<file path="src/rtl/hack_mem_router_pkg.sv">
// Shared constants for the Hack data-memory router: widths, region codes,
// keyboard address and FSM state encoding.
package hack_mem_router_pkg;

  localparam int HACK_ADDR_W = 15;
  localparam int HACK_DATA_W = 16;
  localparam logic [HACK_ADDR_W-1:0] HACK_KBD_ADDR = 15'h6000;

  localparam logic [1:0] REG_RAM0 = 2'b00;
  localparam logic [1:0] REG_RAM1 = 2'b01;
  localparam logic [1:0] REG_SCR  = 2'b10;
  localparam logic [1:0] REG_KBD  = 2'b11;

  localparam logic [1:0] ST_IDLE    = 2'd0;
  localparam logic [1:0] ST_ISSUE   = 2'd1;
  localparam logic [1:0] ST_WAIT_RD = 2'd2;
  localparam logic [1:0] ST_RESP    = 2'd3;

  typedef enum logic [1:0] {
    S_IDLE    = ST_IDLE,
    S_ISSUE   = ST_ISSUE,
    S_WAIT_RD = ST_WAIT_RD,
    S_RESP    = ST_RESP
  } state_t;

endpackage

</file>
<file path="src/rtl/hack_mem_router_if.sv">
// Bus bundle between the CPU, the router and the RAM/screen/keyboard targets.
// slave = router view, master = surrounding CPU and memories.
interface hack_mem_router_if #(
  parameter int ADDR_W = hack_mem_router_pkg::HACK_ADDR_W,
  parameter int DATA_W = hack_mem_router_pkg::HACK_DATA_W
);
  logic              req_valid;
  logic              req_ready;
  logic              req_we;
  logic [ADDR_W-1:0] req_addr;
  logic [DATA_W-1:0] req_wdata;

  logic              rsp_valid;
  logic              rsp_ready;
  logic [DATA_W-1:0] rsp_rdata;
  logic              rsp_err;

  logic              ram_valid;
  logic              ram_ready;
  logic              ram_we;
  logic [13:0]       ram_addr;
  logic [DATA_W-1:0] ram_wdata;
  logic              ram_rvalid;
  logic [DATA_W-1:0] ram_rdata;

  logic              scr_valid;
  logic              scr_ready;
  logic              scr_we;
  logic [12:0]       scr_addr;
  logic [DATA_W-1:0] scr_wdata;
  logic              scr_rvalid;
  logic [DATA_W-1:0] scr_rdata;

  logic [DATA_W-1:0] kbd_data;

  modport slave (
    input  req_valid, req_we, req_addr, req_wdata, rsp_ready,
           ram_ready, ram_rvalid, ram_rdata,
           scr_ready, scr_rvalid, scr_rdata, kbd_data,
    output req_ready, rsp_valid, rsp_rdata, rsp_err,
           ram_valid, ram_we, ram_addr, ram_wdata,
           scr_valid, scr_we, scr_addr, scr_wdata
  );

  modport master (
    output req_valid, req_we, req_addr, req_wdata, rsp_ready,
           ram_ready, ram_rvalid, ram_rdata,
           scr_ready, scr_rvalid, scr_rdata, kbd_data,
    input  req_ready, rsp_valid, rsp_rdata, rsp_err,
           ram_valid, ram_we, ram_addr, ram_wdata,
           scr_valid, scr_we, scr_addr, scr_wdata
  );

endinterface

</file>
<file path="src/rtl/hack_mem_router_decode.sv">
// 2-to-4 one-hot region decode of the request address, gated by the strobe.
module hack_region_decode
  import hack_mem_router_pkg::*;
(
  input  logic       req_valid,
  input  logic [1:0] sel,
  output logic [3:0] sel_oh
);

  always_comb begin
    sel_oh = '0;
    if (req_valid) begin
      case (sel)
        REG_RAM0: sel_oh[REG_RAM0] = 1'b1;
        REG_RAM1: sel_oh[REG_RAM1] = 1'b1;
        REG_SCR:  sel_oh[REG_SCR]  = 1'b1;
        default:  sel_oh[REG_KBD]  = 1'b1;
      endcase
    end
  end

endmodule

</file>
<file path="src/rtl/hack_mem_router.sv">
// Data-memory router: accepts one CPU load/store, forwards it to RAM or screen,
// or serves the keyboard register directly, and returns load data.
//
// state   | meaning
// IDLE    | ready for a request; keyboard accesses resolved here
// ISSUE   | target command valid, waiting for target ready
// WAIT_RD | load issued, waiting for the selected target's rvalid
// RESP    | response valid, held until the CPU accepts it
module hack_mem_router
  import hack_mem_router_pkg::*;
#(
  parameter int ADDR_W = HACK_ADDR_W,
  parameter int DATA_W = HACK_DATA_W,
  parameter logic [ADDR_W-1:0] KBD_ADDR = HACK_KBD_ADDR
) (
  input  logic clk,
  input  logic rst_n,
  hack_mem_router_if.slave bus
);

  state_t            state_q, state_d;
  logic              we_q, we_d;
  logic [13:0]       addr_q, addr_d;
  logic [DATA_W-1:0] wdata_q, wdata_d;
  logic [DATA_W-1:0] rdata_q, rdata_d;
  logic              err_q, err_d;
  logic              tgt_ram_q, tgt_ram_d;
  logic              tgt_scr_q, tgt_scr_d;

  logic [3:0] sel_oh;
  logic       req_ready_o;
  logic       rsp_valid_o;
  logic       ram_valid_o;
  logic       scr_valid_o;

  hack_region_decode u_decode (
    .req_valid (bus.req_valid),
    .sel       (bus.req_addr[ADDR_W-1 -: 2]),
    .sel_oh    (sel_oh)
  );

  always_comb begin
    state_d     = state_q;
    we_d        = we_q;
    addr_d      = addr_q;
    wdata_d     = wdata_q;
    rdata_d     = rdata_q;
    err_d       = err_q;
    tgt_ram_d   = tgt_ram_q;
    tgt_scr_d   = tgt_scr_q;
    req_ready_o = 1'b0;
    rsp_valid_o = 1'b0;
    ram_valid_o = 1'b0;
    scr_valid_o = 1'b0;

    case (state_q)
      S_IDLE: begin
        req_ready_o = 1'b1;
        if (bus.req_valid) begin
          we_d      = bus.req_we;
          addr_d    = bus.req_addr[13:0];
          wdata_d   = bus.req_wdata;
          tgt_ram_d = sel_oh[REG_RAM0] | sel_oh[REG_RAM1];
          tgt_scr_d = sel_oh[REG_SCR];
        end
        // Keyboard stores are silently dropped; loads answer without a target cycle.
        if (sel_oh[REG_KBD]) begin
          if (!bus.req_we) begin
            state_d = S_RESP;
            if (bus.req_addr == KBD_ADDR) begin
              rdata_d = bus.kbd_data;
              err_d   = 1'b0;
            end else begin
              rdata_d = '0;
              err_d   = 1'b1;
            end
          end
        end else if (sel_oh[REG_RAM0] | sel_oh[REG_RAM1] | sel_oh[REG_SCR]) begin
          state_d = S_ISSUE;
        end
      end

      S_ISSUE: begin
        ram_valid_o = tgt_ram_q;
        scr_valid_o = tgt_scr_q;
        if ((tgt_ram_q && bus.ram_ready) || (tgt_scr_q && bus.scr_ready)) begin
          state_d = we_q ? S_IDLE : S_WAIT_RD;
        end
      end

      S_WAIT_RD: begin
        if (tgt_ram_q && bus.ram_rvalid) begin
          rdata_d = bus.ram_rdata;
          err_d   = 1'b0;
          state_d = S_RESP;
        end else if (tgt_scr_q && bus.scr_rvalid) begin
          rdata_d = bus.scr_rdata;
          err_d   = 1'b0;
          state_d = S_RESP;
        end
      end

      S_RESP: begin
        rsp_valid_o = 1'b1;
        if (bus.rsp_ready) begin
          state_d = S_IDLE;
        end
      end

      default: state_d = S_IDLE;
    endcase
  end

  always_ff @(posedge clk) begin
    if (!rst_n) begin
      state_q   <= S_IDLE;
      we_q      <= 1'b0;
      addr_q    <= '0;
      wdata_q   <= '0;
      rdata_q   <= '0;
      err_q     <= 1'b0;
      tgt_ram_q <= 1'b0;
      tgt_scr_q <= 1'b0;
    end else begin
      state_q   <= state_d;
      we_q      <= we_d;
      addr_q    <= addr_d;
      wdata_q   <= wdata_d;
      rdata_q   <= rdata_d;
      err_q     <= err_d;
      tgt_ram_q <= tgt_ram_d;
      tgt_scr_q <= tgt_scr_d;
    end
  end

  assign bus.req_ready = req_ready_o;
  assign bus.rsp_valid = rsp_valid_o;
  assign bus.rsp_rdata = rdata_q;
  assign bus.rsp_err   = err_q;

  assign bus.ram_valid = ram_valid_o;
  assign bus.ram_we    = we_q;
  assign bus.ram_addr  = addr_q;
  assign bus.ram_wdata = wdata_q;

  assign bus.scr_valid = scr_valid_o;
  assign bus.scr_we    = we_q;
  assign bus.scr_addr  = addr_q[12:0];
  assign bus.scr_wdata = wdata_q;

endmodule

</file>
<file path="src/flat_wrapper.sv">
// flat-port wrapper written by rule: the top's interface ports become plain ports
module hack_mem_router_flat import hack_mem_router_pkg::*;
#(
  parameter int ADDR_W = HACK_ADDR_W,
  parameter int DATA_W = HACK_DATA_W,
  parameter logic [ADDR_W-1:0] KBD_ADDR = HACK_KBD_ADDR
)
  (clk, rst_n, bus_req_valid, bus_req_we, bus_req_addr, bus_req_wdata, bus_rsp_ready, bus_ram_ready, bus_ram_rvalid, bus_ram_rdata, bus_scr_ready, bus_scr_rvalid, bus_scr_rdata, bus_kbd_data, bus_req_ready, bus_rsp_valid, bus_rsp_rdata, bus_rsp_err, bus_ram_valid, bus_ram_we, bus_ram_addr, bus_ram_wdata, bus_scr_valid, bus_scr_we, bus_scr_addr, bus_scr_wdata);
  hack_mem_router_if #(.ADDR_W(ADDR_W), .DATA_W(DATA_W)) bus_i ();
  input  logic clk;
  input  logic rst_n;
  input wire logic [$bits(bus_i.req_valid)-1:0] bus_req_valid;
  input wire logic [$bits(bus_i.req_we)-1:0] bus_req_we;
  input wire logic [$bits(bus_i.req_addr)-1:0] bus_req_addr;
  input wire logic [$bits(bus_i.req_wdata)-1:0] bus_req_wdata;
  input wire logic [$bits(bus_i.rsp_ready)-1:0] bus_rsp_ready;
  input wire logic [$bits(bus_i.ram_ready)-1:0] bus_ram_ready;
  input wire logic [$bits(bus_i.ram_rvalid)-1:0] bus_ram_rvalid;
  input wire logic [$bits(bus_i.ram_rdata)-1:0] bus_ram_rdata;
  input wire logic [$bits(bus_i.scr_ready)-1:0] bus_scr_ready;
  input wire logic [$bits(bus_i.scr_rvalid)-1:0] bus_scr_rvalid;
  input wire logic [$bits(bus_i.scr_rdata)-1:0] bus_scr_rdata;
  input wire logic [$bits(bus_i.kbd_data)-1:0] bus_kbd_data;
  output wire logic [$bits(bus_i.req_ready)-1:0] bus_req_ready;
  output wire logic [$bits(bus_i.rsp_valid)-1:0] bus_rsp_valid;
  output wire logic [$bits(bus_i.rsp_rdata)-1:0] bus_rsp_rdata;
  output wire logic [$bits(bus_i.rsp_err)-1:0] bus_rsp_err;
  output wire logic [$bits(bus_i.ram_valid)-1:0] bus_ram_valid;
  output wire logic [$bits(bus_i.ram_we)-1:0] bus_ram_we;
  output wire logic [$bits(bus_i.ram_addr)-1:0] bus_ram_addr;
  output wire logic [$bits(bus_i.ram_wdata)-1:0] bus_ram_wdata;
  output wire logic [$bits(bus_i.scr_valid)-1:0] bus_scr_valid;
  output wire logic [$bits(bus_i.scr_we)-1:0] bus_scr_we;
  output wire logic [$bits(bus_i.scr_addr)-1:0] bus_scr_addr;
  output wire logic [$bits(bus_i.scr_wdata)-1:0] bus_scr_wdata;
  assign bus_i.req_valid = bus_req_valid;
  assign bus_i.req_we = bus_req_we;
  assign bus_i.req_addr = bus_req_addr;
  assign bus_i.req_wdata = bus_req_wdata;
  assign bus_i.rsp_ready = bus_rsp_ready;
  assign bus_i.ram_ready = bus_ram_ready;
  assign bus_i.ram_rvalid = bus_ram_rvalid;
  assign bus_i.ram_rdata = bus_ram_rdata;
  assign bus_i.scr_ready = bus_scr_ready;
  assign bus_i.scr_rvalid = bus_scr_rvalid;
  assign bus_i.scr_rdata = bus_scr_rdata;
  assign bus_i.kbd_data = bus_kbd_data;
  assign bus_req_ready = bus_i.req_ready;
  assign bus_rsp_valid = bus_i.rsp_valid;
  assign bus_rsp_rdata = bus_i.rsp_rdata;
  assign bus_rsp_err = bus_i.rsp_err;
  assign bus_ram_valid = bus_i.ram_valid;
  assign bus_ram_we = bus_i.ram_we;
  assign bus_ram_addr = bus_i.ram_addr;
  assign bus_ram_wdata = bus_i.ram_wdata;
  assign bus_scr_valid = bus_i.scr_valid;
  assign bus_scr_we = bus_i.scr_we;
  assign bus_scr_addr = bus_i.scr_addr;
  assign bus_scr_wdata = bus_i.scr_wdata;
  hack_mem_router #(.ADDR_W(ADDR_W), .DATA_W(DATA_W), .KBD_ADDR(KBD_ADDR)) u_core (.clk(clk), .rst_n(rst_n), .bus(bus_i));
endmodule
</file>
<file path="config.mk">
export PLATFORM = sky130hd
export DESIGN_NAME = hack_mem_router_flat
export DESIGN_NICKNAME = d
export VERILOG_FILES = /design/src/rtl/hack_mem_router_pkg.sv /design/src/rtl/hack_mem_router_if.sv /design/src/rtl/hack_mem_router_decode.sv /design/src/rtl/hack_mem_router.sv /design/src/flat_wrapper.sv
export SDC_FILE = /design/constraint.sdc
export NUM_CORES = 1
export LEC_CHECK = 0
export BUFFER_PORTS_ARGS = -buffer_cell sky130_fd_sc_hd__clkbuf_2
export CAP_MARGIN = 10
export CORE_MARGIN = 2
export CORE_UTILIZATION = 45
export CTS_CLUSTER_SIZE = 25
export DETAILED_ROUTE_END_ITERATION = 10
export GPL_ROUTABILITY_DRIVEN = 0
export GPL_TIMING_DRIVEN = 0
export MAX_ROUTING_LAYER = met4
export PLACE_DENSITY = 0.9
export SLEW_MARGIN = 20
export SYNTH_ARGS = -nofsm -noshare
export SYNTH_HDL_FRONTEND = slang
export SYNTH_SLANG_ARGS = --single-unit
</file>
<file path="constraint.sdc">
create_clock -name clk -period 2.8 [get_ports clk]
set_input_delay 0.28 -clock clk [delete_from_list [all_inputs] [get_ports clk]]
set_output_delay 0.28 -clock clk [all_outputs]
set_load 0.1 [all_outputs]
</file>
## Word-level counts from Yosys, hierarchy flattened

Index checks and enable logic that the tools add are counted.

- Bits in registers: 52
- Output and inout port bits: 82

- Equal/unequal tests: 13
- Mux-type cells: 30
- Bitwise logic cells: 2
- Reductions and logical operators: 12

Operator list:

| cell | number |
|---|---|
| 2-to-1 mux 16 bit | 5 |
| case mux 16 bit (2 select lines) | 1 |
| 2-to-1 mux 2 bit | 8 |
| equality test 15 bit, second input constant | 1 |
| 2-to-1 mux 1 bit | 13 |
| case mux 2 bit (4 select lines) | 1 |
| equality test 2 bit, second input constant | 3 |
| != test 3 x 1 -> 1 bit, second input constant | 2 |
| AND reduction 5 bit | 1 |
| equality test 2 x 1 -> 1 bit, second input constant | 2 |
| logical AND 1 bit | 4 |
| zero test 2 bit | 2 |
| 2-to-1 mux 4 bit | 1 |
| != test 2 x 1 -> 1 bit, second input constant | 2 |
| != test 2 bit, second input constant | 2 |
| AND reduction 4 bit | 1 |
| != test 3 bit, second input constant | 1 |
| OR reduction 3 bit | 1 |
| OR 1 bit | 2 |
| case mux 1 bit (2 select lines) | 1 |
| AND reduction 2 bit | 1 |
| nonzero test 2 bit | 1 |
| logical OR 1 bit | 1 |

## Longest topological paths before layout

Gate-level depths: netlist of the first run.

- Word-level depth: 9
- Gate-level depth with buffers: 7
- Gate-level depth less buffers: 4

## By module

From an unflattened synthesis of the first run, not the netlist that was laid out.

- Cell total of the unflattened synthesis: 322
- Area total of the unflattened synthesis: 2652.5 µm²

By module, submodules not included:

| module | times used | cells each | area each (µm²) | seq. area each (µm²) |
|---|---|---|---|---|
| hack_mem_router | 1 | 318 | 2615.0 | 1041.0 |
| hack_region_decode | 1 | 4 | 37.5 | 0.0 |

## Worst setup path after synthesis of the first run

No wires, ideal clock.

- Kind: register -> register
- Start: register u_core.state_q[0]
- End: register u_core.addr_q[1] (netlist: u_core.bus.ram_addr[1])
- Library setup time: 0.072 ns
- Arrival: 2.592 ns
- Required time: 2.728 ns
- Setup slack: 0.136 ns
- Stages on the path, launching flop included: 8
- Buffers on the path: 3
- Period minus slack after synthesis: 2.664 ns
- Cells stage by stage: dfxtp_1 buf_6 nor2_1 and2_1 clkbuf_1 clkbuf_1 nand2_1 a21oi_1

- Longest elaborated chain between the ends: 2

RTL lines:

| item | line | source |
|---|---|---|
| start, declared | hack_mem_router.sv:21 | `state_t state_q, state_d;` |
| start signal, assigned | hack_mem_router.sv:125 | `state_q <= state_d;` |
| zero test 2 bit | hack_mem_router.sv:56 | `case (state_q)` |
| AND reduction 2 bit (no source line) | n/a |  |
| end signal, assigned | hack_mem_router.sv:127 | `addr_q <= addr_d;` |
| end, declared | hack_mem_router.sv:23 | `logic [13:0] addr_q, addr_d;` |

Every way passes these cells.
A chain may end at the register's enable or synchronous reset.

## Worst setup path in the final report of the first run

- Start: register u_core.state_q[0]
- End: register u_core.rdata_q[13] (netlist: u_core.bus.rsp_rdata[13])

- Longest elaborated chain between the ends: 3
- Elaborated cells on any way between the ends: 8

RTL lines:

| item | line | source |
|---|---|---|
| equality test 2 bit / zero test 2 bit (equally long branches) | hack_mem_router.sv:56 |  |
| != test 3 x 1 -> 1 bit (no source line), or another cell as far along | n/a |  |
| AND reduction 4 bit (no source line) | n/a |  |
| end signal, assigned | hack_mem_router.sv:129 | `rdata_q <= rdata_d;` |
| end, declared | hack_mem_router.sv:25 | `logic [DATA_W-1:0] rdata_q, rdata_d;` |

Several ways; a longest one is shown, not always the timed one.

==> results of run 1 <==
==> registers in the layout (all words and copies together), names as in the netlist <==
signal / flops
u_core.bus.ram_addr: 14
u_core.bus.ram_wdata: 16
u_core.bus.ram_we: 1
u_core.bus.rsp_err: 1
u_core.bus.rsp_rdata: 16
u_core.state_q: 2
u_core.tgt_ram_q: 1
u_core.tgt_scr_q: 1
==> worst paths after layout <==
kind                                                 end
worst max-delay path            u_core.bus.rsp_rdata[13]
worst min-delay path            u_core.bus.ram_wdata[14]
worst min register to register   u_core.bus.ram_addr[13]
worst max register to register  u_core.bus.rsp_rdata[13]
==> cell type report <==
| cell class | count | area (um2) | area share |
|---|---|---|---|
| Multi-Input combinational cell | 195 | 1180 | 0.325 |
| Sequential cell | 52 | 1040 | 0.286 |
| Timing Repair Buffer | 168 | 841 | 0.231 |
| Buffer | 52 | 338 | 0.0928 |
| Clock buffer | 7 | 96.3 | 0.0265 |
| Tap cell | 72 | 90.1 | 0.0248 |
| Clock inverter | 1 | 30.0 | 0.00825 |
| Inverter | 5 | 18.8 | 0.00516 |
==> layer usage <==
layer | vias to the layer above | wire length (um)
met4 | 0 | 123
met5 | - | 0
met2 | 147 | 3610
li1 | 1378 | -
met3 | 13 | 805
met1 | 1259 | 2940
==> metrics by stage <==
stage / power [mW] / std cells / instance area, um2
after floorplan: 2.36 / 304 / 2580
after global placement: 2.62 / 544 / 3510
after detailed placement: 2.65 / 544 / 3510
after CTS: 3.20 / 552 / 3640
after global routing: 3.32 / 552 / 3640
final: 3.18 / 552 / 3640
==> worst max-delay path, stage by stage (launching register included) <==
cell and delay (ns):
sky130_fd_sc_hd__dfxtp_1 0.32, sky130_fd_sc_hd__buf_6 0.13, sky130_fd_sc_hd__or3b_1 0.35, sky130_fd_sc_hd__buf_2 0.19
sky130_fd_sc_hd__o32ai_4 0.39, sky130_fd_sc_hd__buf_6 0.20, sky130_fd_sc_hd__o21ai_1 0.08, sky130_fd_sc_hd__o221a_1 0.22
==> cell usage in the layout, fill, tap and decap left out, types with 13 or more instances in the layout <==
master	netlist	layout
sky130_fd_sc_hd__dfxtp_1	52	52
sky130_fd_sc_hd__mux2i_1	16	16
sky130_fd_sc_hd__clkbuf_1	14	14
sky130_fd_sc_hd__buf_4	31	31
sky130_fd_sc_hd__o21ai_1	13	13
sky130_fd_sc_hd__o221a_1	13	13
sky130_fd_sc_hd__nor3b_1	17	17
sky130_fd_sc_hd__nand2_1	65	65
sky130_fd_sc_hd__a21oi_1	33	33
sky130_fd_sc_hd__clkbuf_2	0	168
==> power groups by stage <==
stage,registers [mW],logic (mW),clock network (mW)
final,0.900,1.73,0.552
after global routing,0.912,1.81,0.603
after CTS,0.900,1.73,0.568
after detailed placement,0.916,1.73,0
after global placement,0.910,1.71,0
after floorplan,1.46,0.901,0
==> cell families after synthesis <==
| kind of cell | after synthesis |
|---|---|
| DFF | 52 |
| muxes | 16 |
| AOI/OAI and AO/OA | 75 |
| buffers and inverters | 57 |
| and+or+nand+nor | 104 |
==> out/results.txt, run 1 <==
The via count of the first global-routing pass is 2586. The xor and xnor fraction of the mapped netlist area is 0, and the number of nets in the layout is 567. In this run the standard cell core region covers 5510 um2. The complex-gate fraction of the synthesized area is 0.204, and the number of distinct standard cells referenced by the synthesized netlist is 37. The first detailed-routing pass took 4 iterations. Switching fraction of total power: 0.529. Areal power density over the cells: 875 nW/um2.

The number of max-slew violations in the final report is 0, and the largest fanout on the critical path is 10. In this run the tool buffered the top-level ports with 168 buffer cells. The die covers 6360 um2.

Measured along the y axis, the die boundary spans 79.7 um. The logs give 2.99 ns for the required time at the endpoint of the critical path and 0 for the number of design rule violations left after detail routing. The largest family of logic cells by synthesized area is compound AO/OA/AOI/OAI gates.

The number of buffers created by CTS was 5; the area share of and/or/nand/nor cells after synthesis was 0.192. The post-synthesis share of cell area spent on full adders, half adders and majority gates was 0. The worst register-to-register path begins at u_core.state_q[0]. 0 antenna diodes ended up in the layout. Internal power comes to 1.50 mW. The layer with the highest usage was met2. The utilization after layout was 0.661. Cell taking the most area after synthesis: sky130_fd_sc_hd__dfxtp_1. The logs give 0.614 for the worst-case headroom to the max-slew limit and 0 for the total of endpoints with negative setup slack in the final report.

TritonCTS built the clock tree. The floorplan has 27 rows. For the maximum frequency from static timing analysis, the log shows 503 MHz.

The worst hold path was traced through 3 stages. Dividing the detail-routed wire length by the instance count gives 13.6 um. Entering global routing, the biggest net connects 16 pins. The initial antenna violation count came out at 0.

Most common cell in the netlist: sky130_fd_sc_hd__nand2_1. The initial core utilization is 0.469, and the portion of the clock cycle consumed by the worst path in the final layout is 0.710. For the worst-skew pair, the clock arrives at the later sink with an insertion delay of 0.30 ns. The flow ran to the end, and the final reports show no timing, DRC or antenna violations. The logic gate share of total power is 0.543, and the total length of routed wires is 7.49 mm. The total number of clock tree sinks is 52. The logs give 0.235 for the global router's overall resource usage and 0.191 ns for the final-layout worst hold slack.

The proportion of register bits with asynchronous set or reset after synthesis was 0; the number of nets with antenna violations after detailed routing was 0. The worst setup path is of the reg -> reg kind. The data arrival time of the worst path came out at 2.18 ns. Global routing finished with a remaining overflow of 0. After routing, the total negative slack on setup checks comes to 0 ns. The worst setup path is captured at a flop. Area share of the leading cell type in the synthesized netlist: 0.403. The first global-routing pass estimated 11.5 mm of wire. For the fraction of met1 tracks used by global routing, the log shows 0.253.

The final HPWL from detailed placement was 5.93 mm. Across the VDD grid, the largest voltage drop is 0.412 mV. Cell at the root of the clock tree: sky130_fd_sc_hd__clkbuf_8.

The horizontal die dimension came out at 79.7 um. The dominant register cell in the synthesized netlist was sky130_fd_sc_hd__dfxtp_1. The number of hold-slack violations in the final timing report was 0; the area growth from synthesis to layout was 41.0%.

Kind of start point of the critical path: a flop. The synthesized design contains 0 enable-type register cells. The layout has 475 filler cells.

After technology mapping, the gate count stands at 304. The tool flagged a number of max-cap violations equal to 0. The run gives 0.403 as the sequential element share of the synthesized area.

The proportion of layout cells with a drive suffix above 1 works out to 0.454. Counting every net in the synthesized netlist gives 392. Setup repair after global routing left no endpoint under its margin. In the routed layout, each cell is associated on average with a via count of 5.07.

The number of buffers inserted for hold repair after clock tree synthesis was 0. The synthesized design contains 52 register bits. During I/O placement, the number of pins put on the boundary was 170.

For the finished layout, the period the worst path requires is 1.99 ns. The longest clock path from root to sink contains 2 buffers. After layout, the worst setup slack is 0.813 ns.

The met2 usage was 0.423; the multiplexer fraction of the synthesized cell area was 0.0620. The number of post-CTS setup repair buffers was 0; the total standard cell area after synthesis was 2580 um2. After synthesis, the mean cell area works out to 8.49 um2. In the post-synthesis netlist, the biggest area contributors are sky130_fd_sc_hd__dfxtp_1 40%, sky130_fd_sc_hd__nand2_1 9.5%, sky130_fd_sc_hd__buf_4 9.0%. For the final database, setup skew stands at 0.00523 ns.

Clock-pin slew was measured on the worst setup and hold paths at 0.09 ns. The path class of the tightest hold or removal check is in -> reg. For flop-to-flop paths, the worst setup slack is 0.81 ns. For this run, the number of Yosys warnings is 0. The met3 track demand over resource in global routing was 0.0656. The number of cell instances on the worst register-to-register path was 7. Start point of the critical path: u_core.state_q[0]. For this block, the initial DRC count from the detailed router was 112. The static leakage power is 1.84 nW, and the worst slack at placement is 0.632 ns.

The startpoint of the most critical hold path is bus_req_wdata[14]. The tools report the power spent charging and discharging nets as 1.68 mW. The sequential cell fraction of total power came out at 0.283. The run gives 2797 as the total vias in the final route. Counting instances in the post-synthesis netlist gives the leading cell types as 65 x sky130_fd_sc_hd__nand2_1, 52 x sky130_fd_sc_hd__dfxtp_1, 33 x sky130_fd_sc_hd__a21oi_1, 31 x sky130_fd_sc_hd__buf_4, 17 x sky130_fd_sc_hd__nor3b_1. The worst-margin pin slew was 0.581 ns; the count of instances resized after the clock tree is built was 0. The part of the power in the clock network came out at 0.174. The run gives 2 as the number of H-tree levels.
Power figures use the tool's default switching activity.
==> run 2: changes to the inputs <==
ABC_AREA = 1   (was not set)
CORE_UTILIZATION = 40   (was 45)
PLACE_DENSITY = 0.82   (was 0.9)
clock period = 1.8 ns   (was 2.8 ns; I/O delays follow)
==> run 2 against run 1 <==
  * Worst setup slack worse by 0.69 ns
  * Sequential cell count unchanged
  * Critical path depth down 3
  * First-iteration DRC count up 4.5%
  * Cell count up 26%
  * Core utilization down 10 points
  * Cell area up 9.4%
  * Largest cell class unchanged
  * Die area up 25%
  * Critical endpoint is now bus_scr_valid
  * Highest routed layer unchanged
  * Via count up 16%
  * Global-route usage down 3.6 points
==> out/results.txt, run 2 <==
The run finished with clean final reports. The number of enable flip-flop cells after synthesis works out to 0 (unchanged). The library cell used most frequently in the layout, excluding fill and tap cells, is sky130_fd_sc_hd__clkbuf_2. For the violation count after the first detailed-routing iteration, the log shows 117 (+4.5%). The data arrival time of the worst path was 1.49 ns (-0.69 ns); the buffer and inverter count on the worst path was 2 (-1). The delay of the slowest cell on the worst path was 0.43 ns (+0.04 ns). The most common cell in the netlist is sky130_fd_sc_hd__nor2_1.

The tools report the number of distinct standard cells referenced by the synthesized netlist as 25 (-32%). TritonCTS built the clock tree. For the cell count after synthesis, the log shows 422 (+39%). The run gives 0.558 (-0.103) as the utilization after layout. For this run, the leading register cell type out of synthesis is sky130_fd_sc_hd__dfxtp_1. The run gives 2890 um2 (+12%) as the total standard cell area after synthesis.

The total of endpoints with negative setup slack in the final report is 0 (unchanged), and the shortest period the worst path allows is 1.67 ns. For the number of design rule violations left after detail routing, the log shows 0 (unchanged). The worst-case headroom to the max-slew limit came out at 0.618 (+0.00359). The top cell types in the final layout, fill and taps aside, are 166 x sky130_fd_sc_hd__clkbuf_2, 119 x sky130_fd_sc_hd__nor2_1, 60 x sky130_fd_sc_hd__nand2_1, 52 x sky130_fd_sc_hd__dfxtp_1, 47 x sky130_fd_sc_hd__o21ai_0. Average detailed-routed wire length per instance: 11.6 um (-14%).

The clock latency of the later-clocked register in the worst-skew pair is 0.30 ns (about the same). The max-cap check violation count is 0 (unchanged), and the initial antenna violation count is 0 (unchanged). The kind of capture point of the worst setup path was an output port. The type of the worst setup path is reg -> out. The commonest cells after synthesis are 119 x sky130_fd_sc_hd__nor2_1, 60 x sky130_fd_sc_hd__nand2_1, 52 x sky130_fd_sc_hd__dfxtp_1, 47 x sky130_fd_sc_hd__o21ai_0, 34 x sky130_fd_sc_hd__buf_4. Number of nets in the layout: 685 (+21%). The portion of the clock cycle consumed by the worst path in the final layout came out at 0.931.

The number of H-tree levels is 2 (unchanged). The deepest clock path buffer count is 2 (unchanged). The initial core utilization is 0.405 (-0.0634). The final HPWL from detailed placement came out at 6.64 mm (+12%). The cell taking the most area after synthesis is sky130_fd_sc_hd__dfxtp_1. Largest fanout on the critical path: 5 (-5). For this design, the slowest cell found on the critical path is sky130_fd_sc_hd__buf_2.

The kind of cell with the highest combined delay on the critical path is buffers and inverters. The tools report the global router's overall resource usage as 0.198 (-0.0365). The synthesized flop and latch total is 52 (unchanged). The kind of start point of the critical path is a flop.

Setup repair after global routing left no endpoint under its margin. The cell sitting at the root of the clock tree is a sky130_fd_sc_hd__clkbuf_8. The horizontal die dimension was 89.0 um (+12%); the worst setup skew after layout was 0.00877 ns (+0.00354 ns). For the instance area at placement, the log shows 3860 um2 (+9.8%).

The logs give 7140 um2 (+30%) for the floorplan core area and 0 (unchanged) for the number of max-slew violations in the final report. The post-route setup TNS is 0 ns (unchanged), and the I/O pin total is 170 (unchanged). The proportion of layout cells with a drive suffix above 1 is 0.423 (-0.0311), and the sequential element share of the synthesized area is 0.360 (-0.0434). For the area of all placed cells without fillers, the log shows 3980 um2 (+9.4%).

The worst-margin pin slew is 0.576 ns (-0.00540 ns). For the number of buffers created by CTS, the log shows 5 (unchanged). The height of the chip is 89.0 um (+12%), and the synthesized area divided by synthesized cell count is 6.85 um2 (-19%). Count of port buffers added during placement: 168 (unchanged). The area share of the leading cell type in the synthesized netlist was 0.360 (-0.0434); the maximum frequency from static timing analysis was 597 MHz. The number of warnings reported in the yosys synthesis log was 0 (unchanged). In the post-synthesis netlist, the biggest area contributors are sky130_fd_sc_hd__dfxtp_1 36%, sky130_fd_sc_hd__nor2_1 15%, sky130_fd_sc_hd__buf_4 8.8%. The remaining global-route overflow was 0 (unchanged). For the total nets after synthesis, the log shows 510 (+30%). The path class of the tightest hold or removal check is in -> reg.

The via-per-instance ratio is 4.64 (-8.3%), and the wire length of the first global-routing pass is 12.1 mm (+4.8%). The clock-pin slew on the worst setup and hold paths is 0.09 ns (about the same), and the floorplan row count is 31 (+15%). For the number of nets with antenna violations after detailed routing, the log shows 0 (unchanged). The run gives 4 (unchanged) as the number of detailed-route iterations in the first pass.

The number of diodes was 0 (unchanged). Number of hold-slack violations in the final timing report: 0 (unchanged). The area of the die is 7930 um2 (+25%). The total number of clock tree sinks is 52 (unchanged), and the area growth from synthesis to layout is 37.5%. The pin count of the biggest net entering global routing is 17 (+1). The run gives 2738 (+5.9%) as the via count of the first global-routing pass. The required time at the endpoint of the critical path is 1.62 ns (-1.37 ns). The total vias in the final route was 3237 (+16%). The proportion of register bits with asynchronous set or reset after synthesis works out to 0 (unchanged). Traced cell by cell, the critical path runs through inv_2, nand2_1, nor2_1, buf_2. Total length of routed wires: 8.12 mm (+8.4%).
## run 2: cell types whose count changed in the layout (fill, tap and decap cells not counted), moves of 9 or more
cell                      previous run  this run
sky130_fd_sc_hd__o21ai_0             4        47
sky130_fd_sc_hd__a21oi_1            33         4
sky130_fd_sc_hd__nor2_1              7       119
sky130_fd_sc_hd__nor3b_1            17         0
sky130_fd_sc_hd__o21ai_1            13         0
sky130_fd_sc_hd__a21oi_2             0        16
sky130_fd_sc_hd__nor2_2              0         9
sky130_fd_sc_hd__nand4_1             1        16
sky130_fd_sc_hd__o221a_1            13         0
sky130_fd_sc_hd__inv_1               4        29
sky130_fd_sc_hd__mux2i_1            16         0
## run 2: logic make-up (layout without fill, tap and decap cells)
logic type | after synthesis | after routing | synth area share
compound gates | 69 | 69 | 0.145
buf+inv | 84 | 260 | 0.170
flops | 52 | 52 | 0.360
simple gates | 217 | 217 | 0.326
## run 2: metal layers
| layer | part of all wire | wire length [um] | vias up | global-route usage |
|---|---|---|---|---|
| li1 | - | - | 1656 | - |
| met4 | 0.022 | 179 | 0 | 0.0611 |
| met1 | 0.41 | 3300 | 1440 | 0.223 |
| met3 | 0.061 | 496 | 16 | 0.0351 |
| met2 | 0.51 | 4150 | 125 | 0.357 |
| met5 | 0 | 0 | - | - |
## run 2: tightest hold or removal path, delay by kind of cell
family | cells | cell delay [ns]
buffers and inverters | 1 | 0.07
and+or+nand+nor | 1 | 0.07
AOI/OAI and AO/OA | 1 | 0.07
## run 2: what timing repair did
action | 4_1_cts | 5_1_grt
gates resized for setup | 0 | 2
setup buffers | 0 | 0
endpoints found under the setup margin | 0 | 2
hold buffers | 0 | 0
## run 2: cell type report
cell class | count | area [um2]
well taps | 99 | 124
multi-input cells | 286 | 1360
fillers | 760 | 3160
clock buffers | 6 | 82.6
plain buffers | 51 | 367
repair buffers | 168 | 841
inverters | 33 | 124
clock inverters | 2 | 38.8
flip-flops and latches | 52 | 1040
## run 2: path summary, 6_finish.rpt
kind | slack [ns] | startpoint | endpoint | cells past startpoint
worst max-delay path | 0.13 | u_core.state_q[1] | bus_scr_valid | 4
worst min-delay path | 0.12 | bus_req_wdata[4] | u_core.bus.ram_wdata[4] | 3
worst max register to register | 0.24 | u_core.tgt_ram_q | u_core.bus.rsp_rdata[4] | 7
worst min register to register | 0.51 | u_core.bus.ram_wdata[10] | u_core.bus.ram_wdata[10] | 2
## run 2: through the flow
step / setup WS [ns] / std cells / hold WS [ns]
after floorplan: -0.243 / 422 / 0.329
after global placement: 0.320 / 689 / 0.432
after detailed placement: 0.246 / 689 / 0.436
after CTS: 0.0656 / 697 / 0.113
after global routing: 0.0287 / 697 / 0.126
final: 0.125 / 697 / 0.120
Power of run 2 is left out: the tool's default activity adds up to more than one toggle a clock period on the data nets, which glitch-free logic cannot reach.
==> run 3: changes to the inputs <==
CORE_UTILIZATION = 25   (was 40)
PLACE_DENSITY = 0.58   (was 0.82)
==> run 3 against run 2 <==
  * Via count shrank 2.1%
  * Hold slack gained 0.026 ns
  * Clock skew shrank 0.0030 ns
  * Cell count grew 6.3%
  * Critical path type unchanged
  * Die area grew 57%
  * Register-to-register slack lost 0.02 ns
  * First-iteration DRC count grew 25%
  * Global-route usage shrank 5.7 points
  * Non-clock buffer count is the same
==> out/results.txt, run 3 (synthesis gave the netlist of run 2 again) <==
The number of buffers created by CTS is 5 (unchanged), and the global router's overall resource usage is 0.141 (-0.0569). TritonCTS built the clock tree. The kind of capture point of the worst setup path was an output port.

The proportion of layout cells with a drive suffix above 1 works out to 0.423 (unchanged). The logs give 0.00578 ns (-0.00299 ns) for the worst setup skew after layout and 2927 (+6.9%) for the via count of the first global-routing pass. Source of the worst register-to-register timing path: u_core.tgt_ram_q. The area growth from synthesis to layout is 41.2%. The tools report the floorplan core area as 11400 um2 (+59%). STA classifies the critical path startpoint as a flop. Number of detailed-route iterations in the first pass: 4 (unchanged). Setup repair after global routing left no endpoint under its margin. The portion of the clock cycle consumed by the worst path in the final layout works out to 0.948 (+0.0171). The run gives 0 (unchanged) as the initial antenna violation count. The remaining global-route overflow is 0 (unchanged), and the shortest period the worst path allows is 1.71 ns (+0.0309 ns).

The I/O pin total was 170 (unchanged). The type of the worst min-delay path is in -> reg. The total number of clock tree sinks was 52 (unchanged).

The logs give 0 (unchanged) for the number of buffers inserted for hold repair after clock tree synthesis and 8.75 mm (+7.8%) for the total length of routed wires. The slowest library cell on the worst path is sky130_fd_sc_hd__clkbuf_2. The run finished with clean final reports. The number of design rule violations left after detail routing was 0 (unchanged); the total of endpoints with negative setup slack in the final report was 0 (unchanged). The buffer and inverter count on the worst path came out at 2 (unchanged). The number of nets with antenna violations after detailed routing was 0 (unchanged).

The worst-margin pin slew was 0.567 ns (-0.00833 ns). The largest fanout on the critical path came out at 5 (unchanged). The wire length on met1 came out at 3.85 mm (+17%).

The tools report the cell at the root of the clock tree as sky130_fd_sc_hd__clkbuf_16. The top cell types in the final layout, fill and taps aside, are 167 x sky130_fd_sc_hd__clkbuf_2, 119 x sky130_fd_sc_hd__nor2_1, 60 x sky130_fd_sc_hd__nand2_1, 52 x sky130_fd_sc_hd__dfxtp_1, 47 x sky130_fd_sc_hd__o21ai_0. The clock-pin slew on the worst setup and hold paths was 0.07 ns (-0.02 ns). The start point of the critical path is u_core.state_q[1].

The logs give 3169 (-2.1%) for the total vias in the final route and 685 (unchanged) for the number of nets in the layout. The run gives 0.250 ns (+0.00367 ns) as the worst slack at placement. The tools report the initial core utilization as 0.254 (-0.151). The tools report the worst-case headroom to the max-slew limit as 0.623 (+0.00553). The data arrival time of the worst path was 1.53 ns (+0.04 ns); the routed length on met3 was 322 um (-35%). The kind of cell with the highest combined delay on the critical path is buffers and inverters.

The logs give 1.62 ns (about the same) for the required time at the endpoint of the critical path and 14.0 mm (+16%) for the wire length of the first global-routing pass. The run gives 4080 um2 (+2.6%) as the area of all placed cells without fillers. The critical path goes through inv_2, nand2_1, nor2_1, clkbuf_2.

The number of diodes came out at 0 (unchanged). The final HPWL from detailed placement was 7.18 mm (+8.1%). The horizontal die dimension was 112 um (+25%). The pin count of the biggest net entering global routing is 18 (+1).

The met2 layer wire length in the routed design was 4.45 mm (+7.5%). The post-route worst setup slack was 0.0942 ns (-0.0309 ns). The area of the die was 12400 um2 (+57%).

The startpoint identified for the worst hold timing path is bus_req_wdata[4]. The number of post-CTS setup repair buffers was 0 (unchanged). The maximum frequency from static timing analysis is 586 MHz (-1.8%), and the floorplan row count is 39 (+26%). The most common library cell in the layout ignoring fill and taps was sky130_fd_sc_hd__clkbuf_2.

The deepest clock path buffer count was 2 (unchanged); the clock latency of the later-clocked register in the worst-skew pair was 0.29 ns (about the same). The average detailed-routed wire length per instance is 11.8 um (+1.4%), and the violation count after the first detailed-routing iteration is 146 (+25%). The via-per-instance ratio was 4.28 (-7.9%); the number of fill cells was 1254 (+65%). The tools report the max-cap check violation count as 0 (unchanged). The count of port buffers added during placement was 168 (unchanged). For the number of hold-slack violations in the final timing report, the log shows 0 (unchanged). The delay of the slowest cell on the worst path is 0.46 ns (+0.03 ns), and the number of max-slew violations in the final report is 0 (unchanged). For the instance area at placement, the log shows 3910 um2 (+1.4%). The highest layer touched by signal routing is met4. The logs give 2 (unchanged) for the number of H-tree levels and 0 (unchanged) for the count of instances resized after the clock tree is built. The height of the chip works out to 112 um (+25%).

The final-layout worst hold slack is 0.146 ns (+0.0264 ns). By startpoint and endpoint, the worst setup path is classified as reg -> out. For the utilization after layout, the log shows 0.359 (-0.198).
-- run 3: worst min-delay path: stages --
cell and delay, ns:
sky130_fd_sc_hd__clkbuf_2 0.08, sky130_fd_sc_hd__o21ai_0 0.07, sky130_fd_sc_hd__nor2_1 0.07
-- run 3: layout make-up --
cell class	count	area [um2]	share of cell area
buffer	51	367	0.0898
sequential	52	1040	0.255
clock inverter	3	46.3	0.0113
tap	143	179	0.0438
multi-input combinational	286	1360	0.333
clock buffer	5	125	0.0306
timing repair buffer	168	841	0.206
inverter	33	124	0.0303
-- run 3: metrics by stage --
step                instances  TNS (ns)
floorplan                 422    -0.486
global placement          733         0
detailed placement        733         0
CTS                       741         0
global route              741         0
finish                    741         0
-- run 3: worst paths after layout --
path	end	slack, ns	cells past startpoint
hold reg to reg	u_core.bus.ram_addr[9]	0.51	2
hold / removal	u_core.bus.ram_wdata[4]	0.15	3
setup / recovery	bus_ram_valid	0.09	4
setup reg to reg	u_core.bus.rsp_rdata[4]	0.22	7
-- run 3: layer usage --
layer,GRT usage,up-vias
met5,-,-
met3,0.0196,6
met2,0.247,78
li1,-,1654
met4,0.0395,0
met1,0.171,1431
Power of run 3 is left out for the same reason.
